==> config.mk <==
export PLATFORM = sky130hd
export DESIGN_NAME = ber_mer_monitor
export DESIGN_NICKNAME = d
export VERILOG_FILES = /design/src/rtl/ber_mer_monitor.sv
export SDC_FILE = /design/constraint.sdc
export NUM_CORES = 1
export LEC_CHECK = 0
export CORE_UTILIZATION = 47
export DETAILED_ROUTE_END_ITERATION = 10
export GPL_TIMING_DRIVEN = 0
export REMOVE_ABC_BUFFERS = 1
export SLEW_MARGIN = 30
export SYNTH_ARGS = -nofsm -noshare
export SYNTH_HDL_FRONTEND = slang
export SYNTH_SLANG_ARGS = --single-unit
==> constraint.sdc <==
create_clock -name clk -period 6.2 [get_ports clk]
set_input_delay 0.62 -clock clk [delete_from_list [all_inputs] [get_ports clk]]
set_output_delay 0.62 -clock clk [all_outputs]
set_load 0.05 [all_outputs]
==> src/rtl/ber_mer_monitor.sv <==
// Bit/symbol error monitor: compares received I/Q decisions against a delayed reference,
// finds (or takes) the receiver latency, then counts errors over a fixed symbol window.
module ber_mer_monitor #(
  parameter int unsigned SYM_BITS    = 2,
  parameter int unsigned MAX_DELAY   = 64,
  parameter int unsigned DLY_W       = 6,
  parameter int unsigned WINDOW_LOG2 = 20,
  parameter int unsigned CNT_W       = 24,
  parameter int unsigned LOCK_SYMS   = 32
) (
  input  logic                clk,
  input  logic                reset,
  input  logic                sym_clk_ena,
  input  logic [SYM_BITS-1:0] ref_i,
  input  logic [SYM_BITS-1:0] ref_q,
  input  logic [SYM_BITS-1:0] rx_i,
  input  logic [SYM_BITS-1:0] rx_q,
  input  logic                start,
  input  logic                auto_align,
  input  logic [DLY_W-1:0]    manual_delay,
  input  logic                continuous,
  output logic                busy,
  output logic                locked,
  output logic                align_fail,
  output logic [DLY_W-1:0]    delay_out,
  output logic                done,
  output logic [CNT_W-1:0]    bit_err_count,
  output logic [CNT_W-1:0]    sym_err_count
);

  localparam int unsigned SymW  = 2 * SYM_BITS;
  localparam int unsigned FillW = $clog2(MAX_DELAY + 1);
  localparam int unsigned RunW  = $clog2(LOCK_SYMS + 1);
  localparam int unsigned NbW   = $clog2(SymW + 1);

  typedef enum logic [1:0] {StIdle, StSearch, StMeasure} state_e;

  state_e                 state_q, state_d;
  logic [DLY_W-1:0]       delay_q, delay_d;
  logic                   locked_q, locked_d;
  logic                   fail_q, fail_d;
  logic [RunW-1:0]        run_q, run_d;
  logic [WINDOW_LOG2-1:0] sym_cnt_q, sym_cnt_d;
  logic [CNT_W-1:0]       bit_acc_q, bit_acc_d, sym_acc_q, sym_acc_d;
  logic [CNT_W-1:0]       bit_res_q, bit_res_d, sym_res_q, sym_res_d;
  logic                   done_q, done_d;
  logic [FillW-1:0]       fill_q;
  logic [SymW-1:0]        dline_q [MAX_DELAY-1];

  // Delay line and fill counter run in every state so a start can align immediately.
  always_ff @(posedge clk) begin
    if (reset) begin
      fill_q <= '0;
      for (int k = 0; k < MAX_DELAY - 1; k++) dline_q[k] <= '0;
    end else if (sym_clk_ena) begin
      if (fill_q != FillW'(MAX_DELAY)) fill_q <= fill_q + 1'b1;
      dline_q[0] <= {ref_i, ref_q};
      for (int k = 1; k < MAX_DELAY - 1; k++) dline_q[k] <= dline_q[k-1];
    end
  end

  // Tap 0 is the live input; taps past the line length alias the oldest entry.
  logic [SymW-1:0] taps [2**DLY_W];
  assign taps[0] = {ref_i, ref_q};
  for (genvar k = 1; k < 2**DLY_W; k++) begin : g_tap
    if (k < MAX_DELAY) begin : g_in
      assign taps[k] = dline_q[k-1];
    end else begin : g_over
      assign taps[k] = dline_q[MAX_DELAY-2];
    end
  end

  logic [SymW-1:0]  diff;
  logic [NbW-1:0]   nbits;
  logic             sym_err;
  logic [CNT_W:0]   bit_sum, sym_sum;
  logic [CNT_W-1:0] bit_next, sym_next;

  always_comb begin
    diff  = taps[delay_q] ^ {rx_i, rx_q};
    nbits = '0;
    for (int i = 0; i < SymW; i++) nbits = nbits + NbW'(diff[i]);
    sym_err  = |diff;
    bit_sum  = {1'b0, bit_acc_q} + (CNT_W+1)'(nbits);
    sym_sum  = {1'b0, sym_acc_q} + (CNT_W+1)'(sym_err);
    bit_next = bit_sum[CNT_W] ? '1 : bit_sum[CNT_W-1:0];
    sym_next = sym_sum[CNT_W] ? '1 : sym_sum[CNT_W-1:0];
  end

  always_comb begin
    state_d   = state_q;
    delay_d   = delay_q;
    locked_d  = locked_q;
    fail_d    = fail_q;
    run_d     = run_q;
    sym_cnt_d = sym_cnt_q;
    bit_acc_d = bit_acc_q;
    sym_acc_d = sym_acc_q;
    bit_res_d = bit_res_q;
    sym_res_d = sym_res_q;
    done_d    = 1'b0;
    case (state_q)
      StIdle: begin
        if (start && fill_q == FillW'(MAX_DELAY)) begin
          locked_d  = 1'b0;
          fail_d    = 1'b0;
          run_d     = '0;
          sym_cnt_d = '0;
          bit_acc_d = '0;
          sym_acc_d = '0;
          if (auto_align) begin
            delay_d = '0;
            state_d = StSearch;
          end else begin
            delay_d  = manual_delay;
            locked_d = 1'b1;
            state_d  = StMeasure;
          end
        end
      end
      StSearch: begin
        if (sym_clk_ena) begin
          if (!sym_err) begin
            run_d = run_q + 1'b1;
            if (run_q == RunW'(LOCK_SYMS - 1)) begin
              locked_d = 1'b1;
              state_d  = StMeasure;
            end
          end else begin
            run_d = '0;
            if (delay_q == DLY_W'(MAX_DELAY - 1)) begin
              fail_d  = 1'b1;
              delay_d = '0;
              state_d = StIdle;
            end else begin
              delay_d = delay_q + 1'b1;
            end
          end
        end
      end
      StMeasure: begin
        if (sym_clk_ena) begin
          sym_cnt_d = sym_cnt_q + 1'b1;
          bit_acc_d = bit_next;
          sym_acc_d = sym_next;
          if (&sym_cnt_q) begin
            bit_res_d = bit_next;
            sym_res_d = sym_next;
            done_d    = 1'b1;
            bit_acc_d = '0;
            sym_acc_d = '0;
            sym_cnt_d = '0;
            if (!continuous) state_d = StIdle;
          end
        end
      end
      default: state_d = StIdle;
    endcase
  end

  always_ff @(posedge clk) begin
    if (reset) begin
      state_q   <= StIdle;
      delay_q   <= '0;
      locked_q  <= 1'b0;
      fail_q    <= 1'b0;
      run_q     <= '0;
      sym_cnt_q <= '0;
      bit_acc_q <= '0;
      sym_acc_q <= '0;
      bit_res_q <= '0;
      sym_res_q <= '0;
      done_q    <= 1'b0;
    end else begin
      state_q   <= state_d;
      delay_q   <= delay_d;
      locked_q  <= locked_d;
      fail_q    <= fail_d;
      run_q     <= run_d;
      sym_cnt_q <= sym_cnt_d;
      bit_acc_q <= bit_acc_d;
      sym_acc_q <= sym_acc_d;
      bit_res_q <= bit_res_d;
      sym_res_q <= sym_res_d;
      done_q    <= done_d;
    end
  end

  assign busy          = (state_q != StIdle);
  assign locked        = locked_q;
  assign align_fail    = fail_q;
  assign delay_out     = delay_q;
  assign done          = done_q;
  assign bit_err_count = bit_res_q;
  assign sym_err_count = sym_res_q;

endmodule

## Word level (Yosys, flattened, before mapping)

Memories as Yosys holds them, arrays and structs flattened.
Cells that the tools add are included.

- Register bits: 140
- Latch bits: 0
- Memory bits (writable): 252
- Memory bits (read-only): 0
- Input port bits: 20
- Output and inout bits: 58
- Word-level logic and storage cells: 239
- Memories: 1

Memory list:

| name | words | width | rd ports | clocked after Yosys merged registers in | wr ports | line | text |
|---|---|---|---|---|---|---|---|
| dline_q | 63 | 4 | 63 | 0 | 63 | 48 | `logic [SymW-1:0] dline_q [MAX_DELAY-1];` |

- Add/subtract/negate cells: 9
- $mul: 0
- Div/mod/pow operators: 0
- Order comparisons: 1
- Eq/ne operators: 17
- Shift-type cells: 0
- Multiplexer cells: 116
- Bitwise gates (word level): 67
- Reductions and logical operators: 16

Operator list:

| kind | number |
|---|---|
| $mux W4 | 65 |
| $mux W24 | 7 |
| $pmux W24 S2 | 2 |
| $or A1 B1 Y1 | 63 |
| $mux W20 | 3 |
| $mux W6 | 8 |
| $pmux W20 S2 | 1 |
| $add A24 B1 Y25 | 1 |
| $add A24 B3 Y25 | 1 |
| $bmux W4 S6 | 1 |
| $pmux W6 S2 | 2 |
| $reduce_and A22 Y1 | 1 |
| $add A20 B1 Y20 const B | 1 |
| $reduce_and A20 Y1 | 1 |
| $mux W2 | 9 |
| $ne A2 B2 Y1 const B | 9 |
| $mux W1 | 15 |
| $add A6 B1 Y6 const B | 2 |
| $reduce_and A5 Y1 | 2 |
| $add A7 B1 Y7 const B | 1 |
| $eq A7 B7 Y1 const B | 1 |
| $ge A7 B7 Y1 const B | 1 |
| $ne A7 B7 Y1 const B | 1 |
| $not A6 Y7 | 1 |
| other kinds (21) | 27 |

## Logic depth before layout (Yosys ltp)

Gate-level depths: netlist (run 1).

- Depth in word-level cells: 13
- Gate-level depth with buffers: 25
- Depth with buffers taken out: 19

## Least setup slack after synthesis (run 1)

Ideal clock, no wire load.

- Path kind: register -> register
- Start point: register delay_q[0], in the netlist delay_out[0]
- End point: register bit_acc_q[22]
- Library setup time: 70 ps
- Arrival time: 5561 ps
- Slack: 569 ps
- Cell stages (with the launch flop): 23
- Buffers on the path: 4
- Clock period less this slack: 5631 ps
- Cell sequence: dfxtp_1 > buf_6 > buf_12 > buf_6 > mux4_2 > mux2i_1 > o311ai_1 > a211oi_4 > xor2_4 > fa_1 > fa_1 > inv_1 > fa_1 > and3_1 > and3_1 > clkbuf_1 > nand4_1 > nor3_1 > nand3_1 > xnor2_1 > nor2_1 > or3_1 > a21oi_1

- Longest elaborated chain between the ends: 13

RTL lines:

| item | line | text |
|---|---|---|
| from (decl) | 39 | `logic [DLY_W-1:0] delay_q, delay_d;` |
| from (signal assigned) | 176 | `delay_q <= delay_d;` |
| $not A6 Y7 (not written as such) (*) | 80 | `diff = taps[delay_q] ^ {rx_i, rx_q};` |
| $bmux W4 S6 (*) | 80 |  |
| $mux W4 (not written as such) (*) (2 in a row) | 80 |  |
| $xor A4 B4 Y4 (*) | 80 |  |
| $add A1 B1 Y2 | 82 | `for (int i = 0; i < SymW; i++) nbits = nbits + NbW'(diff[i]);` |
| $add A2 B1 Y3 | 82 |  |
| $add A3 B1 Y3 (*) | 82 |  |
| $add A24 B3 Y25 (*) | 84 | `bit_sum = {1'b0, bit_acc_q} + (CNT_W+1)'(nbits);` |
| $mux W24 (*) | 86 | `bit_next = bit_sum[CNT_W] ? '1 : bit_sum[CNT_W-1:0];` |
| $mux W24 (*) | 146 | `if (&sym_cnt_q) begin` |
| $mux W24 (*) | 142 | `if (sym_clk_ena) begin` |
| $pmux W24 S2 (*) | 102 | `case (state_q)` |
| to (signal assigned) | 181 | `bit_acc_q <= bit_acc_d;` |
| to (decl) | 44 | `logic [CNT_W-1:0] bit_acc_q, bit_acc_d, sym_acc_q, sym_acc_d;` |

Mark *: on every way between the ends. The rest lies on a longest branch, timed or not. The select of a mux whose other input is x is not followed.
A chain may end at the register's enable or synchronous reset.

## Final worst setup path (run 1)

- Start point: register delay_q[1], in the netlist delay_out[1]
- End point: register sym_acc_q[5]

- Longest elaborated chain between the ends: 11

RTL lines:

| item | line | text |
|---|---|---|
| $not A6 Y7 (not written as such) | 80 |  |
| $bmux W4 S6 | 80 |  |
| $mux W4 (not written as such) (2 in a row) | 80 |  |
| $xor A4 B4 Y4 | 80 |  |
| $reduce_or A4 Y1 | 83 | `sym_err = \|diff;` |
| $add A24 B1 Y25 | 85 | `sym_sum = {1'b0, sym_acc_q} + (CNT_W+1)'(sym_err);` |
| $mux W24 | 87 | `sym_next = sym_sum[CNT_W] ? '1 : sym_sum[CNT_W-1:0];` |
| $mux W24 | 146 |  |
| $mux W24 | 142 |  |
| $pmux W24 S2 | 102 |  |
| to (signal assigned) | 182 | `sym_acc_q <= sym_acc_d;` |
| to (decl) | 44 |  |

No other way between the ends. The select of a mux whose other input is x is not followed.

==> results of run 1 <==
[logic make-up (layout without fill, tap and decap cells)]
kind of cell / count (synthesis) / count (layout) / synth area share
buffers and inverters: 133 / 213 / 0.0317
muxes: 97 / 97 / 0.0797
adders and majority gates: 11 / 11 / 0.00865
and+or+nand+nor: 683 / 683 / 0.196
DFF: 392 / 392 / 0.560
xor gates and xnor gates: 64 / 64 / 0.0317
AOI/OAI and AO/OA: 257 / 257 / 0.0929
[layout by cell type, fill, tap and decap left out, types with 13 or more instances in the layout]
cell,instances
a31oi_1,18
buf_16,17
xnor2_1,32
a311oi_1,29
nor2b_1,128
mux4_2,36
nand2_1,90
nand4_1,26
a211oi_1,24
nor3_1,36
a21oi_1,82
nor2_1,133
edfxtp_1,252
xor2_1,30
and2_1,143
nand3_1,61
dfxtp_1,134
clkdlybuf4s50_1,76
o21ai_0,35
mux2i_1,55
inv_1,19
a22oi_1,13
clkbuf_16,45
and3_1,18
[metrics by stage]
| step | cells | TNS (ns) | cell area [µm²] | hold WS, ns | total power [µW] |
|---|---|---|---|---|---|
| floorplan | 1526 | -93.91 | 18000 | 0.443 | 3150 |
| global placement | 2121 | -4008.80 | 19400 | 0.455 | 3260 |
| detailed placement | 2147 | -10.41 | 20200 | 0.457 | 3260 |
| CTS | 2234 | 0 | 21700 | 0.371 | 5940 |
| global route | 2235 | 0 | 21700 | 0.390 | 6070 |
| finish | 2235 | 0 | 21700 | 0.414 | 5860 |
[routing by layer]
metal / vias to the layer above / wire length [µm] / track usage
li1: 6060 / - / -
met2: 243 / 18500 / 0.319
met1: 6128 / 19400 / 0.287
met5: - / 0 / 0
met3: 56 / 1510 / 0.0291
met4: 0 / 829 / 0.0671
[power by group]
part	internal, µW	total [µW]	leakage, µW	switching (µW)
Combinational	116	250	0.00273	135
Sequential	2900	2960	0.00391	54.8
Clock	1600	2650	0.000738	1050
[sequential cells by signal (all words and copies together) (netlist names)]
signal         cells
sym_cnt_q         20
sym_acc_q         24
done               1
align_fail         1
bit_acc_q         24
locked             1
fill_q             7
state_q            2
run_q              6
delay_out          6
dline_q          252
bit_err_count     24
sym_err_count     24
[timing repair]
| action | 4_1_cts | 5_1_grt |
|---|---|---|
| gates resized for setup | 3 | 4 |
| buffers inserted | 6 | 1 |
| setup endpoints to repair | 44 | 34 |
| pin swaps | 1 | 0 |
[final timing paths]
check	from	to	slack [ns]
setup / recovery	delay_out[1]	sym_acc_q[5]	0.35
hold / removal	reset	dline_q[0][147]	0.41
setup reg to reg	delay_out[1]	sym_acc_q[5]	0.35
hold reg to reg	sym_err_count[23]	sym_err_count[23]	0.46
[final cells by class]
type | count | area, µm² | share of cell area
clock inverter | 19 | 200 | 0.00922
timing repair buffer | 110 | 1480 | 0.0681
inverter | 22 | 86.3 | 0.00398
multi-input combinational | 1112 | 7640 | 0.352
sequential | 392 | 10400 | 0.478
tap | 518 | 648 | 0.0298
clock buffer | 62 | 1270 | 0.0587
==> results.toml, run 1 <==
[synthesis]
synthFlopType = "edfxtp_1"
netlist.area_leader.share = 0.409
synth_seq_cells = 392
synth_area_um2 = 18500
synthTopCellsByCount = "edfxtp_1, and2_1, dfxtp_1, nor2_1, nor2b_1"
yosysTopAreaCell = "edfxtp_1"
yosysWarnings = 0
synth_edf_count = 252
ys_async_sr_fraction = 0
ys_seq_area_frac = 0.560
yosys.cell_count.top_type = "edfxtp_1"
ys_top_cells_by_area = "edfxtp_1, dfxtp_1, and2_1"
yosysUniqueCellTypes = 75
syn_area_per_cell_um2 = 11.3
syn_inst = 1637

[cts]
clk_pin_slew_ns = 0.06
cts_tree = "built"
clock-sinks = 392
clockBufferDepth = 3
numCtsBuffers = 44
postCtsHoldBufs = 0
h-tree-depth = 2
clock_latency_ns = 0.57
cts_root_buf = "clkbuf_16"

[timing]
tightestPinTransition_ns = 0.858
layout_setup_ws_ns = 0.347
finalCritPeriodShare = 0.944
rsz0062_at_grt = "no"
fin_worst_skew_ns = 0.0229
slew_headroom = 0.423
fmax_ghz = 0.171
setup_viol_count_final = 0
min_period_ns = 5.85
timing_max_transition_violations_final = 0
hold_violations = 0

[global_routing]
antenna_found_initial = 0
grt_max_degree = 108
grt_overflow = 0
grt_pass1_wl_mm = 66.0
grtUsageTotal = 0.202
grt_pass1_vias = 12223

[setup_path]
crit_path_end_kind = "register"
cpPeakStageDelay_ns = 0.66
path_depth = 18
cp-start-kind = "register"
cp_cell_sequence = "buf_12, buf_16, mux2_2, o22ai_1, o22ai_1, a311o_1, o21ai_0, a22oi_4, nand3_4, ha_1, ha_1, and4_1, nand3_1, nor3_1, nand2_1, nor2_1, o21ai_0, a221oi_1"
cp_top_family = "simple AND/OR/NAND/NOR gates"
cp_max_fo = 39
critical_path_required_ns = 6.66
worstPathArrival_ns = 6.32
crit_buf_inv = 2
path_class = "reg2reg"
cpMaxStageDelayCell = "nor2_1"
reg2regPathDepth = 18

[power_and_ir_drop]
ir_worst_vdd_uv = 316
p_per_area_nw_per_um2 = 270
leakagePower_uw = 0.00738

[route]
drt_first_pass_iters = 5
drt-total-wl_mm = 40.2
first_iter_violations = 860
via_per_inst = 5.59
ant_nets = 0
wl_per_cell_um = 18.0
vias = 12487
drc = 0

[place]
dp_hpwl_mm = 25.2
post-place-ws_ns = -0.459
gp_congestion = 0.760
io_buffers = 77

[floorplan]
die_w_um = 201
io_pins = 78
start_util = 0.478
die_h_um = 201
dieArea_um2 = 40200
placementRows = 72
core_area_um2 = 38700

[layout]
nets = 1713
drive_above_1_share = 0.105
fillers = 3264
syn2layout_area_growth_pct = 17.2
n_antenna_cell = 0
fin_util = 0.561

[run_status]
status = "finished clean"

[hold_path]
hold_path_class = "in2reg"
min_delay_path_depth = 2

[flow_run]
maxCapViolCount = 0
Note: power is estimated with default switching activity, not from simulation.
==> run 2, diff against run 1 <==
--- a/config.mk
+++ b/config.mk
@@ -5,10 +5,13 @@
 export SDC_FILE = /design/constraint.sdc
 export NUM_CORES = 1
 export LEC_CHECK = 0
+export CAP_MARGIN = 20
 export CORE_UTILIZATION = 47
+export CTS_BUF_LIST = sky130_fd_sc_hd__clkbuf_8 sky130_fd_sc_hd__clkbuf_16
 export DETAILED_ROUTE_END_ITERATION = 10
 export GPL_TIMING_DRIVEN = 0
 export REMOVE_ABC_BUFFERS = 1
+export SKIP_LAST_GASP = 1
 export SLEW_MARGIN = 30
 export SYNTH_ARGS = -nofsm -noshare
 export SYNTH_HDL_FRONTEND = slang
==> results.toml, run 2 (synthesis results as in run 1) <==
[global_routing]
grt_overflow = 0
grt_pass1_vias = 12222
grt_pass1_wl_mm = 66.0
antenna_found_initial = 0
grtUsageTotal = 0.202
grt_max_degree = 108

[floorplan]
die_h_um = 201
core_area_um2 = 38700
start_util = 0.478
die_w_um = 201
placementRows = 72
dieArea_um2 = 40200
io_pins = 78

[power_and_ir_drop]
internal-power_uw = 4600
power_frac_comb = 0.043
power_frac_clock = 0.451
ir_worst_vdd_uv = 316
leakagePower_uw = 0.00741
pwr-share-seq = 0.506
swShare = 0.213
switchingPower_uw = 1240
p_per_area_nw_per_um2 = 269

[run_status]
status = "finished clean"

[place]
gp_congestion = 0.760
place_area_um2 = 20200
io_buffers = 77
dp_hpwl_mm = 25.2

[setup_path]
critical_path_required_ns = 6.66
crit_path_end_kind = "register"
cp-start-kind = "register"
cp_max_fo = 39
worstPathArrival_ns = 6.42
path_class = "reg2reg"

[layout]
final_cell_mix = "edfxtp_1, and2_1, dfxtp_1, nor2_1, nor2b_1"
drive_above_1_share = 0.104
stdcell_area_um2 = 21700
fin_util = 0.560
top_register = "dline_q"
syn2layout_area_growth_pct = 17.2
n_antenna_cell = 0
nets = 1713
final_common_cell = "edfxtp_1"
largest_register_ffs = 252

[timing]
timing_max_transition_violations_final = 0
slew_headroom = 0.404
hold_violations = 0
tightestPinTransition_ns = 0.885
min_period_ns = 5.96
rsz0062_at_grt = "no"
setup_viol_count_final = 0
final.setup.tns_ns = 0
fin_worst_skew_ns = 0.0212
fmax_ghz = 0.168
finalCritPeriodShare = 0.961
holdWs_ns = 0.413

[hold_path]
hold_path_class = "in2reg"

[cts]
clock-sinks = 392
clk_pin_slew_ns = 0.06
cts_root_buf = "clkbuf_16"
numCtsBuffers = 44
clockBufferDepth = 3
cts_tree = "built"
postCtsHoldBufs = 0
clock_latency_ns = 0.57
h-tree-depth = 2

[route]
vias = 12495
drt_first_pass_iters = 5
first_iter_violations = 829
wl_per_cell_um = 18.0
via_per_inst = 5.59
ant_nets = 0
drt-total-wl_mm = 40.2
drc = 0

[flow_run]
maxCapViolCount = 0
[run 2: changes by cell type in the layout (fill, tap and decap cells not counted), sizes merged]
cell / previous run / this run
clkbuf: 62 / 53
inv: 21 / 30
[run 2: stage by stage]
step	total power, µW	worst slack, ns	instances
finish	5840	0.244	2235
global route	6050	0.0177	2235
CTS	5920	0.0841	2234
detailed placement	3260	-0.459	2147
global placement	3260	-13.53	2121
floorplan	3150	-1.59	1526
[run 2: critical path, cell delays in order (launching register included)]
cell and delay (ns):
dfxtp_4 0.50, buf_12 0.25, buf_16 0.27, mux2_2 0.37, o22ai_1 0.16, o22ai_1 0.17
a311o_1 0.36, o21ai_0 0.35, a22oi_4 0.17, nand3_4 0.16, ha_1 0.20, ha_1 0.25
and4_1 0.32, nand3_1 0.16, nor3_1 0.67, nand2_1 0.21, nor2_1 0.69, o21ai_0 0.22
a221oi_1 0.32
[run 2: path summary, 6_finish.rpt]
kind	start	end	slack, ns	cells past startpoint
hold reg to reg	sym_err_count[23]	sym_err_count[23]	0.46	2
setup reg to reg	delay_out[1]	sym_acc_q[5]	0.24	18
hold / removal	reset	dline_q[0][147]	0.41	2
setup / recovery	delay_out[1]	sym_acc_q[5]	0.24	18
[run 2: power by group through the flow]
stage	sequential, µW	clock [µW]	combinational (µW)
6_report	2960	2630	250
2_1_floorplan	3000	0	148
4_1_cts	2960	2710	254
5_1_grt	2970	2800	276
3_3_place_gp	3030	0	231
3_5_place_dp	3010	0	253
[run 2: layer usage]
layer | routed length, µm | vias up | global-route usage | share of wire
met3 | 1560 | 54 | 0.0291 | 0.039
li1 | - | 6061 | - | -
met4 | 820 | 0 | 0.0671 | 0.020
met5 | 0 | - | 0 | 0
met1 | 19400 | 6137 | 0.287 | 0.48
met2 | 18500 | 243 | 0.319 | 0.46
[run 2: repair_timing]
action / in CTS / in global routing
cloned: 0 / 0
hold endpoints to repair: 0 / 0
pin swaps: 1 / 0
setup endpoints to repair: 44 / 34
buffers inserted: 6 / 1
resized for setup: 3 / 4
[run 2: cell type report]
| class | count | area [µm²] |
|---|---|---|
| Tap cell | 518 | 648 |
| Inverter | 22 | 86.3 |
| Clock buffer | 53 | 1240 |
| Timing Repair Buffer | 110 | 1480 |
| Clock inverter | 28 | 234 |
| Multi-Input combinational cell | 1112 | 7640 |
| Fill cell | 3263 | 17000 |
| Sequential cell | 392 | 10400 |
==> run 3, diff against run 2 <==
--- a/config.mk
+++ b/config.mk
@@ -10,7 +10,6 @@
 export CTS_BUF_LIST = sky130_fd_sc_hd__clkbuf_8 sky130_fd_sc_hd__clkbuf_16
 export DETAILED_ROUTE_END_ITERATION = 10
 export GPL_TIMING_DRIVEN = 0
-export REMOVE_ABC_BUFFERS = 1
 export SKIP_LAST_GASP = 1
 export SLEW_MARGIN = 30
 export SYNTH_ARGS = -nofsm -noshare
==> results.toml, run 3 (synthesis results as in run 1) <==
[run_status]
status = "finished clean"

[layout]
n_antenna_cell = 0
nets = 1799
top_register = "dline_q"
drive_above_1_share = 0.0844
layoutNonFillerInstCount = 2318
final_common_cell = "edfxtp_1"
regArea_um2 = 10400
multi_input_area_um2 = 7610
final_cell_mix = "edfxtp_1, and2_1, dfxtp_1, nor2_1, nor2b_1"
fillers = 3400
stdcell_area_um2 = 21500
syn2layout_area_growth_pct = 16.1
largest_register_ffs = 252

[timing]
slew_headroom = 0.267
tightestPinTransition_ns = 1.09
timing_max_transition_violations_final = 0
finalCritPeriodShare = 0.973
fmax_ghz = 0.166
rsz0062_at_grt = "no"
min_period_ns = 6.03
final.setup.tns_ns = 0
layout_setup_ws_ns = 0.170
hold_violations = 0
setup_viol_count_final = 0
fin_worst_skew_ns = 0.0209

[hold_path]
whs_endpoint = "sym_err_count[20]"
holdCritStartpoint = "sym_err_count[20]"
hold_path_class = "reg2reg"
min_delay_path_depth = 2

[route]
wl_per_cell_um = 22.2
drt_first_pass_iters = 6
first_iter_violations = 1024
vias = 13388
drt-total-wl_mm = 51.4
via_per_inst = 5.78
drc = 0
ant_nets = 0

[global_routing]
grt_max_degree = 49
grt_util_met3 = 0.0365
antenna_found_initial = 0
grt_overflow = 0
grt_pass1_wl_mm = 79.7
grtUsageTotal = 0.259
grt_use_met2 = 0.434
top_usage_layer = "met2"
grt_util_met1 = 0.347
grt_pass1_vias = 13206

[setup_path]
reg2regPathDepth = 20
path_class = "reg2reg"
r2r_start = "delay_out[2]"
ff2ff_setup_slack_ns = 0.17
cpMaxStageDelayCell = "dfxtp_1"
worstPathArrival_ns = 6.51
critical_path_required_ns = 6.68
crit_path_end_kind = "register"
cp_cell_sequence = "clkbuf_2, nand2_1, o22ai_1, nor3_1, o31ai_1, a311o_1, a22oi_4, nand3_4, ha_1, ha_1, and4_1, nand3_1, nor3_4, nand2_1, or2_2, clkbuf_1, buf_1, a21oi_1, nor2_1, a211oi_1"
cpPeakStageDelay_ns = 0.63
regToRegEndpoint = "sym_acc_q[15]"
cp_top_family = "simple AND/OR/NAND/NOR gates"
crit_buf_inv = 3
cp_max_fo = 10
cp-start-kind = "register"

[synthesis]
synth_fp_nets = 1668

[cts]
cts_tree = "built"
clockBufferDepth = 3
h-tree-depth = 2
clock_latency_ns = 0.59
clock-sinks = 392
clk_pin_slew_ns = 0.06
cts_root_buf = "clkbuf_16"
numCtsBuffers = 45

[floorplan]
core_area_um2 = 38700
io_pins = 78
die_h_um = 201
placementRows = 72
dieArea_um2 = 40200
start_util = 0.478
die_w_um = 201

[place]
dp.cells = 2237
io_buffers = 77
place_area_um2 = 20100
gp_congestion = 0.910
post-place-ws_ns = -0.725
dp_hpwl_mm = 35.8

[power_and_ir_drop]
totalPowerFinal_uw = 5680
p_per_area_nw_per_um2 = 264
leakagePower_uw = 0.00737
ir_worst_vdd_uv = 220

[flow_run]
maxCapViolCount = 0
## run 3: cell count changes in the layout (fill, tap and decap cells not counted), sizes merged
cell / previous run / this run
buf: 34 / 43
bufinv: 4 / 0
clkbuf: 53 / 124
clkdlybuf4s50: 76 / 77
clkinv: 15 / 11
clkinvlp: 1 / 2
inv: 30 / 39
## run 3: report_power, final
group	internal [µW]	switching [µW]	leakage, µW
Clock	1380	1060	0.000715
Sequential	2910	57.5	0.00391
Combinational	111	160	0.00275
Total	4400	1280	0.00737
## run 3: worst max-delay path by stage
stage	from	slack, ns	depth (start not counted)	end
global route	delay_out[0]	0.005	23	bit_acc_q[0]
global placement	reset	-1.13	4	dline_q[0][179]
finish	delay_out[2]	0.17	20	sym_acc_q[15]
floorplan	delay_out[0]	0.57	22	bit_acc_q[22]
CTS	delay_out[0]	-0.02	24	bit_acc_q[22]
detailed placement	delay_out[1]	-0.72	23	bit_acc_q[22]
## run 3: routing by layer
metal	vias to the layer above	part of all wire
met4	0	0.027
met2	445	0.49
li1	6217	-
met5	-	0
met3	99	0.054
met1	6627	0.43
## run 3: timing repair
item / in CTS / in global routing
gates resized for setup: 17 / 12
pin swaps: 2 / 2
buffers inserted: 2 / 1
hold buffers: 0 / 0
endpoints found under the setup margin: 66 / 58
## run 3: final cells by class
type,count,share of cell area
plain buffers,110,0.0254
clock buffers,49,0.0560
clock inverters,30,0.00623
inverters,22,0.00384
multi-input cells,1112,0.354
flip-flops and latches,392,0.482
well taps,518,0.0301
repair buffers,85,0.0422
## run 3: per-stage QoR
stage           util  hold slack, ns
2_1_floorplan      -           0.449
3_3_place_gp   0.515           0.461
3_5_place_dp   0.518           0.467
4_1_cts        0.554           0.475
5_1_grt        0.555           0.500
6_report       0.555           0.473
## run 3: worst register-to-register path: cells and delay by family (launching register included)
family	cells	cell delay, ns
adders and majority gates	2	0.47
and+or+nand+nor	9	1.96
buffers and inverters	3	0.94
DFF	1	0.63
AOI/OAI and AO/OA	6	1.95
==> edit 1: new RTL, flow settings as in run 2 <==
Set the parameter `DLY_W` to 7 (it was 6).
--- a/src/rtl/ber_mer_monitor.sv
+++ b/src/rtl/ber_mer_monitor.sv
@@ -4,5 +4,5 @@
   parameter int unsigned SYM_BITS    = 2,
   parameter int unsigned MAX_DELAY   = 64,
-  parameter int unsigned DLY_W       = 6,
+  parameter int unsigned DLY_W       = 7,
   parameter int unsigned WINDOW_LOG2 = 20,
   parameter int unsigned CNT_W       = 24,
Ports: changed (resized delay_out and manual_delay); port bits go from 78 to 80. The function was not compared with the original's and may differ.
==> edit 1 against run 2 <==
- routed wire length increased by 0.80%
- area after synthesis fell by 1.1%
- final cell count shrank 1.8%
- combinational power is 2% lower
- synthesized cell count shrank 1.8%
- power is 2.9% lower
- final area decreased by 1.6%
- setup slack improved by 0.089 ns
- sequential share of layout area up 0.84 points
- global-route usage is 0.66 points higher
- sequential cell count rose by 1
- critical path depth up 2
- count of clock-buffer cells in the layout shrank 6
==> edit 1: results (changes against run 2) <==
Logic synthesis:
- The sequential-to-total area share from yosys stat is 0.5670 (was 0.5599).
- The fraction of synthesized area in multiplexers is 0.08385 (was 0.07971).
- Synth cell count leaders: 252 x sky130_fd_sc_hd__edfxtp_1, 144 x sky130_fd_sc_hd__and2_1, 141 x sky130_fd_sc_hd__dfxtp_1 (was 252 x sky130_fd_sc_hd__edfxtp_1, 144 x sky130_fd_sc_hd__and2_1, 140 x sky130_fd_sc_hd__dfxtp_1).
- The gate count after technology mapping is 1608 (was 1637).
- The post-synthesis compound-gate area fraction is 0.08644 (was 0.09289).
- The post-synthesis share of cell area spent on xor and xnor gates is 0.03107 (was 0.03168).
- The number of distinct library cells after synthesis is 61 (was 75).

Placed design:
- The routability congestion estimate is 0.8009 (was 0.7604).
- The count of buffers inserted at the top-level ports is 79 (was 77).

Clocking:
- The number of instances resized during post-cts repair is 1 (was 3).
- The TritonCTS buffer count is 43 (was 44).

GRT:
- The met2 demand-to-capacity share in global routing is 0.3239 (was 0.3189).
- The met1 usage is 0.2977 (was 0.2872).
- The total routing usage reported by global routing is 0.2088 (was 0.2022).
- The first-pass GRT wire length is 64670 um (was 65980 um).
- The global-route met3 utilization is 0.04152 (was 0.02906).

Power and ir drop:
- The switching component of the power is 1.240 mW (was 1.245 mW).
- The leakage power is 7.462 nW (was 7.414 nW).
- The reported sequential group power is 2.97 mW (was 2.96 mW).
- The power per cell area is 265.5 nW/um2 (was 269.2 nW/um2).

Timing:
- The worst slack on hold paths is 0.4264 ns (was 0.4131 ns).
- The final critical-path share of the clock period is 0.9463 (was 0.9607).
- The setup skew after layout came to 0.02086 ns (was 0.02119 ns).
- The normalized max-slew margin came to 0.4410 (was 0.4042).

Final layout:
- The multi-input combinational gate total is 1083 (was 1112).
- The final instance area was 21370 um2 (was 21710 um2).
- The area of the multi-input gates is 7486 um2 (was 7641 um2).
- The count of plain and timing-repair buffers is 114 (was 110).
- The share of final layout cell area taken by clock buffers and inverters is 0.06277 (was 0.06772).
- The final cell count without fillers was 2195 (was 2235).
- The final net count came to 1683 (was 1713).
- The non-clock buffer area fraction after layout was 0.06734 (was 0.06812).
- The number of fill cells came to 3275 (was 3263).
- The number of clock buffers in the layout came to 47 (was 53).
- The register share of the cell area is 0.4868 (was 0.4784).

Drt:
- The starting DRC count in detailed routing is 778 (was 829).
- The number of vias in the routed layout is 12300 (was 12500).

Worst setup path:
- The worst reg2reg path startpoint is delay_out[0]$_SDFFE_PP0P_ (was delay_out[1]$_SDFFE_PP0P_).
- The cell count of the worst reg-to-reg path is 20 (was 18).

Hold path:
- The hold-critical path endpoint is fill_q[3]$_SDFFE_PP0P_ (was dline_q[0][147]$_SDFFCE_PP0P_).

Outcome:
- Result of the run: finished clean (unchanged).
[edit 1: cell types whose count changed in the layout (fill, tap and decap cells not counted), moves of 8 or more]
cell	change
sky130_fd_sc_hd__a211oi_1	-14
sky130_fd_sc_hd__o22ai_1	-8
sky130_fd_sc_hd__o21ai_0	-9
sky130_fd_sc_hd__a21oi_1	+22
sky130_fd_sc_hd__and3_1	+10
sky130_fd_sc_hd__a31oi_1	-10
sky130_fd_sc_hd__a22oi_1	+8
sky130_fd_sc_hd__nand4_1	-15
sky130_fd_sc_hd__a22o_1	+12
sky130_fd_sc_hd__nor3_1	+11
sky130_fd_sc_hd__mux4_2	+12
sky130_fd_sc_hd__mux2i_1	-14
sky130_fd_sc_hd__nor2_1	-11
[edit 1: metal layers]
metal / share of wire / vias to the layer above / wire length, um
li1: - / 5932 / -
met1: 0.47 / 6042 / 19140
met4: 0.019 / 0 / 773
met3: 0.051 / 58 / 2077
met2: 0.46 / 265 / 18580
met5: 0 / - / 0
==> edit 2: new RTL, config.mk and constraints of run 2 <==
Made on the original files. Make the reset (`reset`) asynchronous in 2 clocked blocks.
--- a/src/rtl/ber_mer_monitor.sv
+++ b/src/rtl/ber_mer_monitor.sv
@@ -49,5 +49,5 @@
 
   // Delay line and fill counter run in every state so a start can align immediately.
-  always_ff @(posedge clk) begin
+  always_ff @(posedge clk or posedge reset) begin
     if (reset) begin
       fill_q <= '0;
@@ -159,5 +159,5 @@
   end
 
-  always_ff @(posedge clk) begin
+  always_ff @(posedge clk or posedge reset) begin
     if (reset) begin
       state_q   <= StIdle;
Check against the original RTL: same outputs for any inputs over 4 cycles, from zero or initial values and one cycle with reset high; that may be too few to reach the edited logic, so the function may still have changed.
==> edit 2 against run 2 <==
- area after synthesis increased by 2.4%
- sequential cell count unchanged
- final area grew 1.9%
- first-iteration DRC count shrank 11%
- maximum frequency grew 0.52%
- via count rose by 1.7%
- setup slack better by 0.031 ns
- routed wire length increased by 3.0%
- critical endpoint is now bit_acc_q[14]$_DFFE_PP0P_
Power is not compared: it rests on default switching activity, and its combinational part moved more than twofold at a synthesized area within 25%.
==> edit 2: results (changes against run 2) <==
Worst setup path:
- The slowest cell on the critical path is sky130_fd_sc_hd__dfrtp_4 (was sky130_fd_sc_hd__nor2_1).
- The cell count of the worst reg-to-reg path is 19 (was 18).
- The reg-to-reg setup timing slack came to 0.27 ns (was 0.24 ns).
- The biggest cell delay along the critical path was 0.60 ns (was 0.69 ns).
- The end of the worst register-to-register path is bit_acc_q[14]$_DFFE_PP0P_ (was sym_acc_q[5]$_SDFFE_PP0P_).

Drt:
- The met3 wire length is 1526 um (was 1555 um).
- The average wire per standard cell is 18.69 um (was 18.01 um).
- The amount of wire on met2 after detailed routing is 19340 um (was 18480 um).
- The starting DRC count in detailed routing is 736 (was 829).

GRT:
- The number of global-route vias before repair is 12830 (was 12220).
- The global-route met3 utilization is 0.03130 (was 0.02906).
- The pin count of the biggest net entering global routing was 94 (was 108).
- The met1 usage is 0.2945 (was 0.2872).

Logic synthesis:
- The post-synthesis share of cell area spent on xor and xnor gates is 0.02580 (was 0.03168).
- The gate count after technology mapping is 1620 (was 1637).
- The sequential-to-total area share from yosys stat is 0.5174 (was 0.5599).
- The arithmetic-cell share of the synthesized area counting full adders, half adders and majority gates was 0.008447 (was 0.008647).
- The number of distinct library cells after synthesis is 68 (was 75).
- The fraction of synthesized area in multiplexers is 0.2246 (was 0.07971).

Final layout:
- The proportion of layout cells with a drive suffix above 1 is 0.2552 (was 0.1043).
- The count of plain and timing-repair buffers came to 105 (was 110).
- The multi-input combinational gate total is 1097 (was 1112).
- The count of inverters other than clock inverters in the layout was 23 (was 22).
- The final net count is 1694 (was 1713).

Die:
- The die width is 202.9 um (was 200.5 um).

Timing:
- The normalized max-slew margin came to 0.4473 (was 0.4042).

Placed design:
- The area of placed instances is 20390 um2 (was 20150 um2).
- The detailed-placement wirelength estimate was 25990 um (was 25220 um).

Outcome:
- Result of the run: finished clean (unchanged).
## edit 2: cell count changes after synthesis, moves of 27 or more
cell                       change
sky130_fd_sc_hd__edfxtp_1    -252
sky130_fd_sc_hd__o21ai_0      +39
sky130_fd_sc_hd__nor2_1       -29
sky130_fd_sc_hd__dfrtp_1     +392
sky130_fd_sc_hd__and2_1      -132
sky130_fd_sc_hd__dfxtp_1     -140
sky130_fd_sc_hd__nor2b_1     -118
sky130_fd_sc_hd__nor3_1       -27
sky130_fd_sc_hd__a311oi_1     -27
sky130_fd_sc_hd__mux2_2      +255
## edit 2: power breakdown
part / switching, mW / internal [mW]
registers: 0.356 / 2.96
clock network: 1.06 / 1.72
logic: 1.33 / 1.17
## edit 2: worst reg2reg max path, stage by stage (launching register included)
cell                        delay (ns)
sky130_fd_sc_hd__dfrtp_4          0.60
sky130_fd_sc_hd__buf_12           0.29
sky130_fd_sc_hd__and2_2           0.36
sky130_fd_sc_hd__a221oi_1         0.15
sky130_fd_sc_hd__a22oi_1          0.20
sky130_fd_sc_hd__a21oi_1          0.13
sky130_fd_sc_hd__a2111oi_4        0.39
sky130_fd_sc_hd__xor2_2           0.28
sky130_fd_sc_hd__fa_1             0.48
sky130_fd_sc_hd__fa_1             0.45
sky130_fd_sc_hd__inv_1            0.11
sky130_fd_sc_hd__fa_1             0.25
sky130_fd_sc_hd__nand2_1          0.09
sky130_fd_sc_hd__nor2_1           0.24
sky130_fd_sc_hd__and3_1           0.31
sky130_fd_sc_hd__and3_2           0.32
sky130_fd_sc_hd__nand3_1          0.25
sky130_fd_sc_hd__or3_4            0.52
sky130_fd_sc_hd__a31o_2           0.27
sky130_fd_sc_hd__a21oi_1          0.14
